==> config.mk <==
export PLATFORM = sky130hd
export DESIGN_NAME = alphamission_side_pixel_mixer_flat
export DESIGN_NICKNAME = d
export VERILOG_FILES = /design/src/rtl/alphamission_side_pixel_mixer_if.sv /design/src/rtl/alphamission_side_pixel_mixer.sv /design/src/flat_wrapper.sv
export SDC_FILE = /design/constraint.sdc
export NUM_CORES = 1
export LEC_CHECK = 0
export BUFFER_PORTS_ARGS = -buffer_cell sky130_fd_sc_hd__buf_2
export CELL_PAD_IN_SITES_DETAIL_PLACEMENT = 1
export CELL_PAD_IN_SITES_GLOBAL_PLACEMENT = 1
export CORE_MARGIN = 1.5
export CORE_UTILIZATION = 30
export DETAILED_ROUTE_END_ITERATION = 7
export HOLD_SLACK_MARGIN = 0.03
export PLACE_DENSITY = 0.57
export SLEW_MARGIN = 20
export SYNTH_ARGS = -nofsm -noshare
export SYNTH_HDL_FRONTEND = slang
export SYNTH_SLANG_ARGS = --single-unit
==> constraint.sdc <==
create_clock -name clk -period 7.5 [get_ports clk]
set_clock_uncertainty 0.1 [all_clocks]
set_input_delay 1.125 -clock clk [delete_from_list [all_inputs] [get_ports clk]]
set_output_delay 1.125 -clock clk [all_outputs]
set_load 0.01 [all_outputs]
==> src/rtl/alphamission_side_pixel_mixer_if.sv <==
// Pixel-side bus of the side-layer mixer: pixel inputs, CPU control write and palette output.
interface alphamission_side_pixel_mixer_if #(
    parameter int unsigned PW = 4
);
    logic          pix_ce;
    logic          blank;
    logic [3:0]    sd;
    logic [PW-1:0] dly;
    logic [6:0]    spr_col;
    logic          spr_opq;
    logic          cpu_wr;
    logic [7:0]    cpu_din;
    logic [7:0]    col_addr;
    logic [1:0]    col_src;

    modport master (
        output pix_ce, blank, sd, dly, spr_col, spr_opq, cpu_wr, cpu_din,
        input  col_addr, col_src
    );

    modport slave (
        input  pix_ce, blank, sd, dly, spr_col, spr_opq, cpu_wr, cpu_din,
        output col_addr, col_src
    );
endinterface

==> src/rtl/alphamission_side_pixel_mixer.sv <==
// Side-layer alignment delay line, bank/enable control register and side/sprite priority
// mixer producing the registered palette address.
module alphamission_side_pixel_mixer #(
    parameter int unsigned DEPTH = 16,
    parameter int unsigned PW    = 4
) (
    input  logic                           clk,
    input  logic                           VIDEO_RST,
    alphamission_side_pixel_mixer_if.slave bus
);
    typedef struct packed {
        logic       prio;
        logic       en;
        logic [2:0] bank;
    } ctl_t;

    localparam int unsigned CTL_W = $bits(ctl_t);

    ctl_t          ctl_q;
    ctl_t          ctl_eff;
    logic [3:0]    mem [DEPTH];
    logic [PW-1:0] wptr;
    logic [PW-1:0] rptr;
    logic [3:0]    sdm;
    logic [3:0]    rd;
    logic          side_vis;
    logic          spr_vis;
    logic [7:0]    addr_d;
    logic [1:0]    src_d;
    logic [7:0]    addr_q;
    logic [1:0]    src_q;
    logic          unused_din;

    assign unused_din   = ^bus.cpu_din[7:5];
    assign bus.col_addr = addr_q;
    assign bus.col_src  = src_q;

    // A write landing on the same clk as a strobe is already visible to that strobe.
    always_comb begin
        ctl_eff = ctl_q;
        if (bus.cpu_wr) begin
            ctl_eff = ctl_t'(bus.cpu_din[CTL_W-1:0]);
        end
    end

    // Delay-line tap: zero delay bypasses the line with the current (blank-masked) sample.
    always_comb begin
        sdm  = bus.blank ? 4'h0 : bus.sd;
        rptr = wptr - PW'(bus.dly);
        rd   = (bus.dly == '0) ? sdm : mem[rptr];
    end

    always_comb begin
        side_vis = ctl_eff.en & (rd != 4'h0);
        spr_vis  = bus.spr_opq;
        addr_d   = 8'h00;
        src_d    = 2'b00;
        if (bus.blank) begin
            addr_d = 8'h00;
            src_d  = 2'b00;
        end else if (side_vis && (ctl_eff.prio || !spr_vis)) begin
            addr_d = {1'b1, ctl_eff.bank, rd};
            src_d  = 2'b10;
        end else if (spr_vis) begin
            addr_d = {1'b0, bus.spr_col};
            src_d  = 2'b01;
        end
    end

    always_ff @(posedge clk) begin
        if (VIDEO_RST) begin
            wptr   <= '0;
            ctl_q  <= '0;
            addr_q <= 8'h00;
            src_q  <= 2'b00;
            for (int i = 0; i < int'(DEPTH); i++) begin
                mem[i] <= 4'h0;
            end
        end else begin
            if (bus.cpu_wr) begin
                ctl_q <= ctl_t'(bus.cpu_din[CTL_W-1:0]);
            end
            if (bus.pix_ce) begin
                mem[wptr] <= sdm;
                wptr      <= wptr + PW'(1);
                addr_q    <= addr_d;
                src_q     <= src_d;
            end
        end
    end
endmodule
==> src/flat_wrapper.sv <==
// flat-port wrapper written by rule: the top's interface ports become plain ports
module alphamission_side_pixel_mixer_flat 
#(
    parameter int unsigned DEPTH = 16,
    parameter int unsigned PW    = 4
)
  (clk, VIDEO_RST, bus_pix_ce, bus_blank, bus_sd, bus_dly, bus_spr_col, bus_spr_opq, bus_cpu_wr, bus_cpu_din, bus_col_addr, bus_col_src);
  alphamission_side_pixel_mixer_if #(.PW(PW)) bus_i ();
  input  logic clk;
  input  logic VIDEO_RST;
  input wire logic [$bits(bus_i.pix_ce)-1:0] bus_pix_ce;
  input wire logic [$bits(bus_i.blank)-1:0] bus_blank;
  input wire logic [$bits(bus_i.sd)-1:0] bus_sd;
  input wire logic [$bits(bus_i.dly)-1:0] bus_dly;
  input wire logic [$bits(bus_i.spr_col)-1:0] bus_spr_col;
  input wire logic [$bits(bus_i.spr_opq)-1:0] bus_spr_opq;
  input wire logic [$bits(bus_i.cpu_wr)-1:0] bus_cpu_wr;
  input wire logic [$bits(bus_i.cpu_din)-1:0] bus_cpu_din;
  output wire logic [$bits(bus_i.col_addr)-1:0] bus_col_addr;
  output wire logic [$bits(bus_i.col_src)-1:0] bus_col_src;
  assign bus_i.pix_ce = bus_pix_ce;
  assign bus_i.blank = bus_blank;
  assign bus_i.sd = bus_sd;
  assign bus_i.dly = bus_dly;
  assign bus_i.spr_col = bus_spr_col;
  assign bus_i.spr_opq = bus_spr_opq;
  assign bus_i.cpu_wr = bus_cpu_wr;
  assign bus_i.cpu_din = bus_cpu_din;
  assign bus_col_addr = bus_i.col_addr;
  assign bus_col_src = bus_i.col_src;
  alphamission_side_pixel_mixer #(.DEPTH(DEPTH), .PW(PW)) u_core (.clk(clk), .VIDEO_RST(VIDEO_RST), .bus(bus_i));
endmodule
* Yosys cells after proc, flatten, opt, wreduce, memory -nomap -nowiden
Memory sizes are Yosys's and may differ from the RTL's. Index checks and enable logic that the tools add are counted.
Word-level totals: flip-flop bits (word level) 19, bits in writable memories 64, input bits 29, output and inout bits 10, logic and storage cells 33, memories 1
Operators by class: add/sub/neg operators 2, multiplexer cells 17, bitwise logic cells 1, reductions and logical operators 6
Memory list:
- u_core.mem | words 16, width 4, read ports 1, clocked after memory_dff 0, wr ports 16, RTL line alphamission_side_pixel_mixer.sv:21 | logic [3:0] mem [DEPTH];
Operators by type and width (number):
- two-way mux 4 bit | 4
- two-way mux 8 bit | 2
- two-way mux 1 bit | 7
- two-way mux 7 bit | 1
- two-way mux 5 bit | 1
- adder 4 x 1 -> 4 bit (second input constant) | 1
- zero test 4 bit | 1
- two-way mux 2 bit | 2
- nonzero test 4 bit | 1
- OR reduction 4 bit | 1
- subtractor 4 bit | 1
- AND 1 bit | 1
- logical AND 1 bit | 1
- zero test 1 bit | 1
- logical OR 1 bit | 1

* Depth between registers and ports, before layout
Gate-level depths: netlist (run 1). An unclocked memory read counts as a cell.
word-level depth 8, depth in mapped cells 14, depth with buffers taken out 11

* Least setup slack after synthesis (run 1)
OpenSTA, ideal clock, no wires.
path type input-to-reg, start point in bus_dly[0], end point reg u_core.addr_q[6], in the netlist u_core.bus.col_addr[6], library setup time 0.083 ns, arrival time 3.520 ns, required time 7.317 ns, slack 3.797 ns, stages on the path 11, buffers on the path 2, cell sequence ha_1 > inv_1 > fa_1 > buf_6 > buf_6 > mux4_2 > nand2_1 > nand3_1 > a31o_1 > o31a_4 > o221ai_1
On the way: cells in the longest elaborated chain, start to end 8, elaborated cells on any way between the ends 9, classes of those cells add/sub: 1; mux: 3; bitwise: 1; reduce/logical: 3; memory: 1
RTL lines:
- start: declaration | RTL line flat_wrapper.sv:14 | input wire logic [$bits(bus_i.dly)-1:0] bus_dly;
- subtractor 4 bit | RTL line alphamission_side_pixel_mixer.sv:49 | rptr = wptr - PW'(bus.dly);
- memory read (16 x 4 bit)
- two-way mux 4 bit (*) | RTL line alphamission_side_pixel_mixer.sv:50 | rd = (bus.dly == '0) ? sdm : mem[rptr];
- nonzero test 4 bit (*) | RTL line alphamission_side_pixel_mixer.sv:54 | side_vis = ctl_eff.en & (rd != 4'h0);
- AND 1 bit (*) | RTL line alphamission_side_pixel_mixer.sv:54
- logical AND 1 bit (*) | RTL line alphamission_side_pixel_mixer.sv:61 | end else if (side_vis && (ctl_eff.prio || !spr_vis)) begin
- two-way mux 8 bit (*) | RTL line alphamission_side_pixel_mixer.sv:61
- two-way mux 8 bit (*) | RTL line alphamission_side_pixel_mixer.sv:58 | if (bus.blank) begin
- end signal: assignment | RTL line alphamission_side_pixel_mixer.sv:86 | addr_q <= addr_d;
- end: declaration | RTL line alphamission_side_pixel_mixer.sv:30 | logic [7:0] addr_q;
Mark *: on every way between the ends. The rest lies on a longest branch, timed or not. A chain may end at the register's enable or synchronous reset.

* Final worst setup path (run 1)
Ends and elaborated chain as after synthesis.

==> metrics.yaml, run 1 <==
yosys:
  synthArstFlopShare_pct: 0
  seq_area_frac_synth_pct: 56.5
  synth_nets: 388
  avgSynthCellArea_um2: 11.5
  syn_area_um2: 4040
  synth_top_flop_cell: "edfxtp_1"
  synth_edf_count: 64
  syn_inst: 351
  synth-seq-cells: 82
  yosysWarnings: 0
  ys_types: 45
routing:
  drtIter0Drc: 167
  ant_nets: 0
  wl_per_cell_um: 17.9
  drt-total-wl_mm: 9.97
  firstDrtPassIters: 4
  drc_errors: 0
  vias: 2688
  viasPerCell: 4.83
hold_path:
  hold_depth: 2
  min_to: "u_core.bus.col_src[0]"
  hp-class: "reg -> reg"
  worstHoldStart: "u_core.bus.col_src[0]"
sta:
  worst_slack_ps: 3380
  worst-slew-pin-transition_ps: 990
  drv_slew: 0
  max_freq_ghz: 0.243
  min_period_ps: 4120
  relSlewSlack_pct: 34.0
  setup_tns_ps: 0
  rsz0062_at_grt: "no"
  post-route-period-util_pct: 54.9
  setup_violations: 0
  hold_violations: 0
clock_tree:
  cts_tree: "built"
  root_buffer: "clkbuf_16"
  cts.clk_slew.worst_paths_ps: 60
  clock_latency_ps: 340
  postCtsSetupBuffers: 0
  cts.path.max_buffers: 2
  cts_made_buffers: 9
  cts_num_sinks: 82
  cts_hold_buf: 0
  cts_resized: 0
  htreeDepth: 3
finish:
  fin_nets: 415
  fillers: 1466
  area_delta_synth_final_pct: 13.6
  drive_gt1_share_pct: 17.8
  diodes: 0
  final_util_pct: 34.8
  layout.cells.non_filler: 557
power_and_ir_drop:
  p_leak_nw: 1.73
  p_per_area_nw_per_um2: 235
  ir_worst_vdd_uv: 100
  finalPower_mw: 1.08
critical_path:
  end_kind: "flip-flop"
  arrival_ps: 4280
  r2r_end: "u_core.bus.col_addr[6]"
  criticalPathCategory: "in -> reg"
  worstPathRequired_ps: 7660
  r2r_slack_ps: 3780
  startpoint_type: "input pin"
  r2r_start: "u_core.wptr[0]"
  reg2reg_depth: 11
  critPathMaxFanout: 14
run:
  drv_cap: 0
place:
  dp.cells: 543
  dp_hpwl_mm: 6.94
  port_buffers: 35
  place_congestion: 0.761
  pre_cts_ws_ps: 2990
die:
  ioPinCount: 39
  core_um2: 13200
  die-area_um2: 14200
  start_util_pct: 30.6
  placementRows: 42
  die_h_um: 119
  fp.dieW_um: 119
grt:
  grt_max_degree: 30
  gr-total-overflow: 0
  grt_pass1_wl_mm: 15.9
  antenna_found_initial: 0
  track_usage_pct: 15.0
  first_global_vias: 2820
status:
  status: "finished clean"
cell usage in the layout, fill, tap and decap left out, drive strengths merged, types with 7 or more instances in the layout:
cell    synthesis  final
nor2           80     80
edfxtp         64     64
buf             7     38
nand2          31     31
nand2b         24     24
mux2i          18     18
dfxtp          18     18
inv            13     13
mux4           12     12
clkbuf         15     10
ha              7      7
o21ai           7      7
metrics by stage:
stage / cell area, um^2 / hold slack, ps
after floorplan: 4040 / 353
final: 4590 / 349
after global placement: 4340 / 327
after global routing: 4590 / 371
after detailed placement: 4340 / 349
after CTS: 4590 / 358
power breakdown:
group / total (mW) / switching [mW] / internal [mW]
Clock: 0.388 / 0.170 / 0.218
Combinational: 0.172 / 0.101 / 0.0713
Sequential: 0.516 / 0.00854 / 0.507
Total: 1.08 / 0.279 / 0.797
how the worst max path moves through the flow:
stage                          start                      to  depth (start not counted)
after floorplan           bus_dly[0]  u_core.bus.col_addr[6]                         11
after global placement    bus_dly[0]  u_core.bus.col_addr[6]                         11
after detailed placement  bus_dly[0]  u_core.bus.col_addr[6]                         11
after CTS                 bus_dly[0]  u_core.bus.col_addr[6]                         11
after global routing      bus_dly[0]  u_core.bus.col_addr[5]                         11
final                     bus_dly[0]  u_core.bus.col_addr[6]                         11
area by class of cell:
type	count	area, um^2	share of cell area (%)
tap	176	220	4.80
timing repair buffer	38	198	4.31
clock buffer	10	229	4.99
clock inverter	4	21.3	0.464
sequential	82	2280	49.8
inverter	13	48.8	1.06
multi-input combinational	234	1590	34.6
synth_stat cells, drive strengths merged, types with 2 or more instances:
cell type / count / area share, %
nor2: 80 / 7.4
edfxtp: 64 / 48
nand2: 31 / 2.9
nand2b: 24 / 3.7
dfxtp: 18 / 8.9
mux2i: 18 / 4.5
clkbuf: 15 / 1.4
inv: 13 / 1.2
mux4: 12 / 6.8
buf: 7 / 1.5
ha: 7 / 2.2
o21ai: 7 / 0.87
a21oi: 6 / 0.74
nor3: 6 / 0.87
xor2: 4 / 1.1
a22oi: 3 / 0.56
and3: 3 / 0.47
nand3: 3 / 0.37
o211ai: 3 / 0.56
o221ai: 3 / 0.65
mux2: 2 / 0.56
nand3b: 2 / 0.37
nor2b: 2 / 0.31
nor3b: 2 / 0.37
nor4: 2 / 0.47
o31ai: 2 / 0.50
or4: 2 / 0.37
xnor2: 2 / 0.43
registers in the layout, summed over array words and instances (netlist names):
signal and cells:
u_core.wptr 4, u_core.ctl_q 5, u_core.bus.col_addr 8, u_core.mem 64
u_core.bus.col_src 1
metal layers:
metal	vias to the layer above	track usage, %	routed length, um
met4	0	4.74	197
met5	-	0	0
met1	1337	20.4	4910
met3	13	4.07	372
met2	55	23.4	4490
li1	1283	-	-
worst max-delay path, stage by stage:
cell and delay (ps):
buf_2 120, ha_1 160, inv_1 60, fa_1 430
xor2_2 810, mux4_2 430, o21ai_0 220, o31ai_1 120
nand2b_1 220, o31a_4 390, o221ai_1 180
cell families (layout without fill, tap and decap cells):
group / after synthesis / after routing / synth area share [%]
AOI/OAI and AO/OA: 30 / 30 / 5.55
adders and majority gates: 8 / 8 / 2.67
xor gates and xnor gates: 6 / 6 / 1.49
and+or+nand+nor: 158 / 158 / 17.8
muxes: 32 / 32 / 11.8
DFF: 82 / 82 / 56.5
buffers and inverters: 35 / 65 / 4.15
No activity file was read; power rests on OpenSTA's default activity.
==> run 2: changes to the inputs <==
PLACE_DENSITY = 0.59   (was 0.57)
clock period = 3.35 ns   (was 7.5 ns; I/O delays follow)
==> run 2 against run 1 <==
Effect of this change: utilization grew 1.6 points; critical path type is now reg -> reg; clock power grew 150%; global-route usage grew 0.18 points; largest cell class unchanged.
==> metrics.yaml, run 2 (synthesized netlist as in run 1, its figures left out) <==
clock_tree:
  clock_latency_ps: 330  # was 340 ps
  cts.path.max_buffers: 2  # unchanged
  cts_num_sinks: 82  # unchanged
  cts.clk_slew.worst_paths_ps: 60  # about the same
  htreeDepth: 3  # unchanged
  root_buffer: "clkbuf_16"  # unchanged
  cts_made_buffers: 9  # unchanged
  cts_hold_buf: 0  # unchanged
  cts_tree: "built"  # unchanged
finish:
  regArea_um2: 2280  # unchanged
  fin_nets: 434  # was 415
  final_util_pct: 36.3  # was 34.8%
  multi_input_area_um2: 1590  # about the same
  largest_reg_flops: 64  # unchanged
  diodes: 0  # unchanged
  final_common_cell: "nor2_1"  # unchanged
  layout_common_cells: "nor2_1 (80), edfxtp_1 (64), buf_2 (35)"  # unchanged
  drive_gt1_share_pct: 22.1  # was 17.8%
  area_delta_synth_final_pct: 18.8  # was 13.6%
  layout.cells.non_filler: 578  # was 557
  fillers: 1471  # was 1,466
  largest-register: "u_core.mem"  # unchanged
power_and_ir_drop:
  finalPower_mw: 2.58  # was 1.08 mW
  p_per_area_nw_per_um2: 539  # was 235 nW/um^2
  p_leak_nw: 1.85  # was 1.73 nW
  ir_worst_vdd_uv: 241  # was 100 uV
grt:
  gr-total-overflow: 0  # unchanged
  antenna_found_initial: 0  # unchanged
  grt_max_degree: 30  # unchanged
  grt_pass1_wl_mm: 16.1  # was 15.9 mm
  track_usage_pct: 15.2  # was 15.0%
  first_global_vias: 2914  # was 2,820
sta:
  setup_violations: 0  # unchanged
  worst_slack_ps: 155  # was 3380 ps
  worst-slew-pin-transition_ps: 635  # was 990 ps
  rsz0062_at_grt: "no"  # unchanged
  max_freq_ghz: 0.313
  min_period_ps: 3200
  post-route-period-util_pct: 95.4
  hold_violations: 0  # unchanged
  drv_slew: 0  # unchanged
  setup_tns_ps: 0  # unchanged
  relSlewSlack_pct: 57.3  # was 34.0%
critical_path:
  startpoint_type: "flip-flop"  # was input pin
  arrival_ps: 3340  # was 4280 ps
  reg2reg_depth: 11  # unchanged
  slowest_delay_ps: 600  # was 810 ps
  worstPathRequired_ps: 3500  # was 7660 ps
  crit_path_cell_trace: "inv_1 > ha_1 > inv_1 > fa_2 > buf_12 > mux4_2 > o21ai_1 > o31ai_1 > nand2b_2 > o31a_4 > o221ai_1"  # was buf_2 > ha_1 > inv_1 > fa_1 > xor2_2 > mux4_2 > o21ai_0 > o31ai_1 > nand2b_1 > o31a_4 > o221ai_1
  criticalPathCategory: "reg -> reg"  # was in -> reg
  critPathMaxFanout: 12  # was 14
  end_kind: "flip-flop"  # unchanged
  critPathSlowestCell: "fa_2"  # was xor2_2
  cpMostUsedCell: "inv_1"
routing:
  viasPerCell: 4.84  # was 4.83
  wl_per_cell_um: 17.9  # about the same
  vias: 2799  # was 2,688
  drc_errors: 0  # unchanged
  firstDrtPassIters: 4  # unchanged
  drtIter0Drc: 89  # was 167
  ant_nets: 0  # unchanged
  drt-total-wl_mm: 10.3  # was 9.97 mm
die:
  die-area_um2: 14200  # unchanged
  die_h_um: 119  # unchanged
  start_util_pct: 30.6  # unchanged
  fp.dieW_um: 119  # unchanged
  core_um2: 13200  # unchanged
  ioPinCount: 39  # unchanged
  placementRows: 42  # unchanged
place:
  dp_hpwl_mm: 7.35  # was 6.94 mm
  place_congestion: 0.746  # was 0.761
  dp.cells: 561  # was 543
  pre_cts_ws_ps: -102  # was 2990 ps
  port_buffers: 35  # unchanged
hold_path:
  hp-class: "in -> reg"  # was reg -> reg
  hold_depth: 3  # was 2
status:
  status: "finished clean"  # unchanged
run:
  drv_cap: 0  # unchanged
run 2: worst max-delay path: cells and delay by family, from the launching register on:
family,cells,cell delay (ps)
buffers and inverters,3,340
AND/OR/NAND/NOR,1,220
flip-flops,1,310
multiplexers,1,530
adder cells (fa/ha/maj),2,770
AO/OA/AOI/OAI,4,840
run 2: path summary, 6_finish.rpt:
kind                    startpoint                      to  slack (ps)
min                 bus_spr_col[3]  u_core.bus.col_addr[3]         320
max reg2reg         u_core.wptr[0]  u_core.bus.col_addr[4]         150
max                 u_core.wptr[0]  u_core.bus.col_addr[4]         150
min reg2reg  u_core.bus.col_src[0]   u_core.bus.col_src[0]         350
run 2: power by group:
part           internal (mW)  leakage, nW  switching [mW]
combinational          0.227        0.907           0.247
clock                  0.573        0.138           0.381
sequential              1.14        0.809          0.0183
total                   1.94         1.85           0.647
run 2: layout make-up:
| cell class | instances | area share [%] |
|---|---|---|
| Sequential cell | 82 | 47.6 |
| Tap cell | 176 | 4.59 |
| Inverter | 13 | 1.02 |
| Clock buffer | 12 | 4.93 |
| Timing Repair Buffer | 57 | 7.73 |
| Clock inverter | 4 | 0.914 |
| Multi-Input combinational cell | 234 | 33.2 |
run 2: through the flow:
| step | hold WS, ps | instance area (um^2) |
|---|---|---|
| after CTS | 306 | 4760 |
| after detailed placement | 340 | 4480 |
| final | 318 | 4790 |
| after global routing | 331 | 4790 |
| after floorplan | 353 | 4040 |
| after global placement | 330 | 4480 |
run 2: layer usage:
metal	vias up	wire length [um]	global-route usage [%]
met5	-	0	0
met4	0	239	6.02
met3	18	346	3.16
met2	56	5110	25.4
met1	1392	4630	19.3
li1	1333	-	-
run 2: what timing repair did:
item,in CTS,in global routing
endpoints found under the setup margin,0,3
setup buffers,0,0
gates resized for setup,0,4
==> run 3: changes to the inputs <==
SETUP_SLACK_MARGIN = 0.5   (was default)
==> run 3 against run 2 <==
Effect of this change: clock power grew 3.9%; clock-buffer cell count shrank 3; hold slack lost 26 ps; worst setup slack gained 140 ps; cell area grew 4.1%; sequential cell count is the same; sequential share of layout area shrank 1.8 points; sequential power is essentially flat; fmax grew 4.4%; largest cell class unchanged; highest routed layer unchanged.
==> metrics.yaml, run 3 (synthesized netlist as in run 1, its figures left out) <==
sta:
  post-route-period-util_pct: 91.3  # was 95.4%
  max_freq_ghz: 0.327  # was 0.313 GHz
  setup_violations: 0  # unchanged
  drv_slew: 0  # unchanged
  setup_tns_ps: 0  # unchanged
  relSlewSlack_pct: 51.1  # was 57.3%
  rsz0062_at_grt: "yes"  # was no
  worst-slew-pin-transition_ps: 728  # was 635 ps
  min_period_ps: 3060  # was 3200 ps
  hold_violations: 0  # unchanged
critical_path:
  path_buf_inv: 4  # was 3
  criticalPathCategory: "reg -> reg"  # unchanged
  cp_top_family: "adder cells"  # was compound AO/OA/AOI/OAI gates
  end_kind: "flip-flop"  # unchanged
  critPathMaxFanout: 8  # was 12
  worstPathRequired_ps: 3520  # was 3500 ps
  arrival_ps: 3230  # was 3340 ps
  startpoint_type: "flip-flop"  # unchanged
  crit_path_cell_trace: "inv_2 > ha_4 > inv_2 > fa_2 > buf_12 > buf_16 > mux4_2 > mux2i_1 > or4_1 > o31ai_2 > nand2b_4 > o31a_4 > o221ai_2"  # was inv_1 > ha_1 > inv_1 > fa_2 > buf_12 > mux4_2 > o21ai_1 > o31ai_1 > nand2b_2 > o31a_4 > o221ai_1
  cpMostUsedCell: "inv_2"  # was inv_1
  critPathSlowestCell: "fa_2"  # unchanged
  slowest_delay_ps: 590  # was 600 ps
die:
  core_um2: 13200  # unchanged
  die-area_um2: 14200  # unchanged
  fp.dieW_um: 119  # unchanged
  die_h_um: 119  # unchanged
  ioPinCount: 39  # unchanged
  start_util_pct: 30.6  # unchanged
  placementRows: 42  # unchanged
finish:
  final_common_cell: "nor2_1"  # unchanged
  layout_common_cells: "nor2_1 (80), edfxtp_1 (64), buf_2 (35)"  # unchanged
  area_delta_synth_final_pct: 23.6  # was 18.8%
  drive_gt1_share_pct: 27.3  # was 22.1%
  fin_nets: 438  # was 434
  final_design_area_no_fill_um2: 4990  # was 4790 um^2
  largest-register: "u_core.mem"  # unchanged
  diodes: 0  # unchanged
  largest_reg_flops: 64  # unchanged
clock_tree:
  cts.clk_slew.worst_paths_ps: 60  # about the same
  root_buffer: "clkbuf_16"  # unchanged
  clock_latency_ps: 350  # was 330 ps
  cts_made_buffers: 9  # unchanged
  cts_hold_buf: 0  # unchanged
  cts_num_sinks: 82  # unchanged
  cts_tree: "built"  # unchanged
  cts.path.max_buffers: 2  # unchanged
  htreeDepth: 3  # unchanged
routing:
  drtIter0Drc: 170  # was 89
  drt-total-wl_mm: 10.7  # was 10.3 mm
  vias: 2811  # was 2,799
  drc_errors: 0  # unchanged
  wl_per_cell_um: 18.4  # was 17.9 um
  viasPerCell: 4.83  # was 4.84
  firstDrtPassIters: 4  # unchanged
  ant_nets: 0  # unchanged
place:
  place_congestion: 0.770  # was 0.746
  dp_hpwl_mm: 7.32  # was 7.35 mm
  postPlaceCellArea_um2: 4510  # was 4480 um^2
  port_buffers: 35  # unchanged
power_and_ir_drop:
  ir_worst_vdd_uv: 214  # was 241 uV
  p_sw_share_pct: 26.3  # was 25.0%
  p_clk_share_pct: 36.5  # was 37.0%
  p_seq_share_pct: 42.5  # was 44.7%
  p_leak_nw: 1.94  # was 1.85 nW
  p_int_mw: 2.00  # was 1.94 mW
  p_per_area_nw_per_um2: 544  # was 539 nW/um^2
  power_switching_mw: 0.715  # was 0.647 mW
  comb_power_share_pct: 21.0  # was 18.4%
grt:
  antenna_found_initial: 0  # unchanged
  grt_pass1_wl_mm: 16.9  # was 16.1 mm
  track_usage_pct: 16.0  # was 15.2%
  first_global_vias: 3071  # was 2,914
  gr-total-overflow: 0  # unchanged
  grt_max_degree: 29  # was 30
hold_path:
  hp-class: "in -> reg"  # unchanged
run:
  drv_cap: 0  # unchanged
status:
  status: "finished clean"  # unchanged
-- run 3: cell count changes in the layout (fill, tap and decap cells not counted), sizes merged --
cell and change:
inv +1, clkbuf -4, buf +5, clkinv +1, clkinvlp +1
-- run 3: path summary, 6_finish.rpt --
path         depth (start not counted)  slack [ps]                  start                endpoint
min                                  3         290         bus_spr_col[0]  u_core.bus.col_addr[0]
min reg2reg                          2         340  u_core.bus.col_src[0]   u_core.bus.col_src[0]
max                                 13         290         u_core.wptr[0]  u_core.bus.col_addr[5]
max reg2reg                         13         290         u_core.wptr[0]  u_core.bus.col_addr[5]
-- run 3: metal layers --
metal | vias up | GRT usage (%) | routed length (um)
met5 | - | 0 | 0
met3 | 10 | 3.40 | 384
met2 | 48 | 27.8 | 5450
met1 | 1415 | 19.8 | 4710
met4 | 0 | 5.20 | 146
li1 | 1338 | - | -
-- run 3: power by group through the flow --
| stage | Combinational, mW | Sequential [mW] | Clock [mW] |
|---|---|---|---|
| after floorplan | 0.312 | 1.17 | 0 |
| after global placement | 0.465 | 1.17 | 0 |
| after detailed placement | 0.473 | 1.18 | 0 |
| after CTS | 0.556 | 1.15 | 1.02 |
| after global routing | 0.611 | 1.16 | 1.05 |
| final | 0.570 | 1.15 | 0.992 |
-- run 3: area by class of cell --
class                   count  area (um^2)
repair buffers             61          460
multi-input cells         234         1680
well taps                 176          220
inverters                  13         48.8
flip-flops and latches     82         2280
clock buffers               9          225
clock inverters             7         68.8
fillers                  1463         8200
-- run 3: metrics by stage --
step	hold WS [ps]	setup WS (ps)	utilization (%)	power, mW	instances
after floorplan	353	353	-	1.48	351
after global placement	318	71.2	34.2	1.64	558
after detailed placement	338	41.9	34.2	1.65	558
after CTS	278	242	37.5	2.73	580
after global routing	299	151	37.8	2.82	582
final	292	290	37.8	2.72	582
-- run 3: worst reg2reg max path, delay by kind of cell (launching register included) --
kind            cells  cell delay [ps]
buf+inv             4              340
simple gates        2              340
flops               1              320
fa+ha+maj           2              710
mux                 2              500
compound gates      3              650
-- run 3: timing repair --
item / in CTS / in global routing
gates cloned: 2 / 0
setup buffers: 4 / 2
pin swaps: 9 / 5
endpoints found under the setup margin: 9 / 9
gates resized for setup: 11 / 7
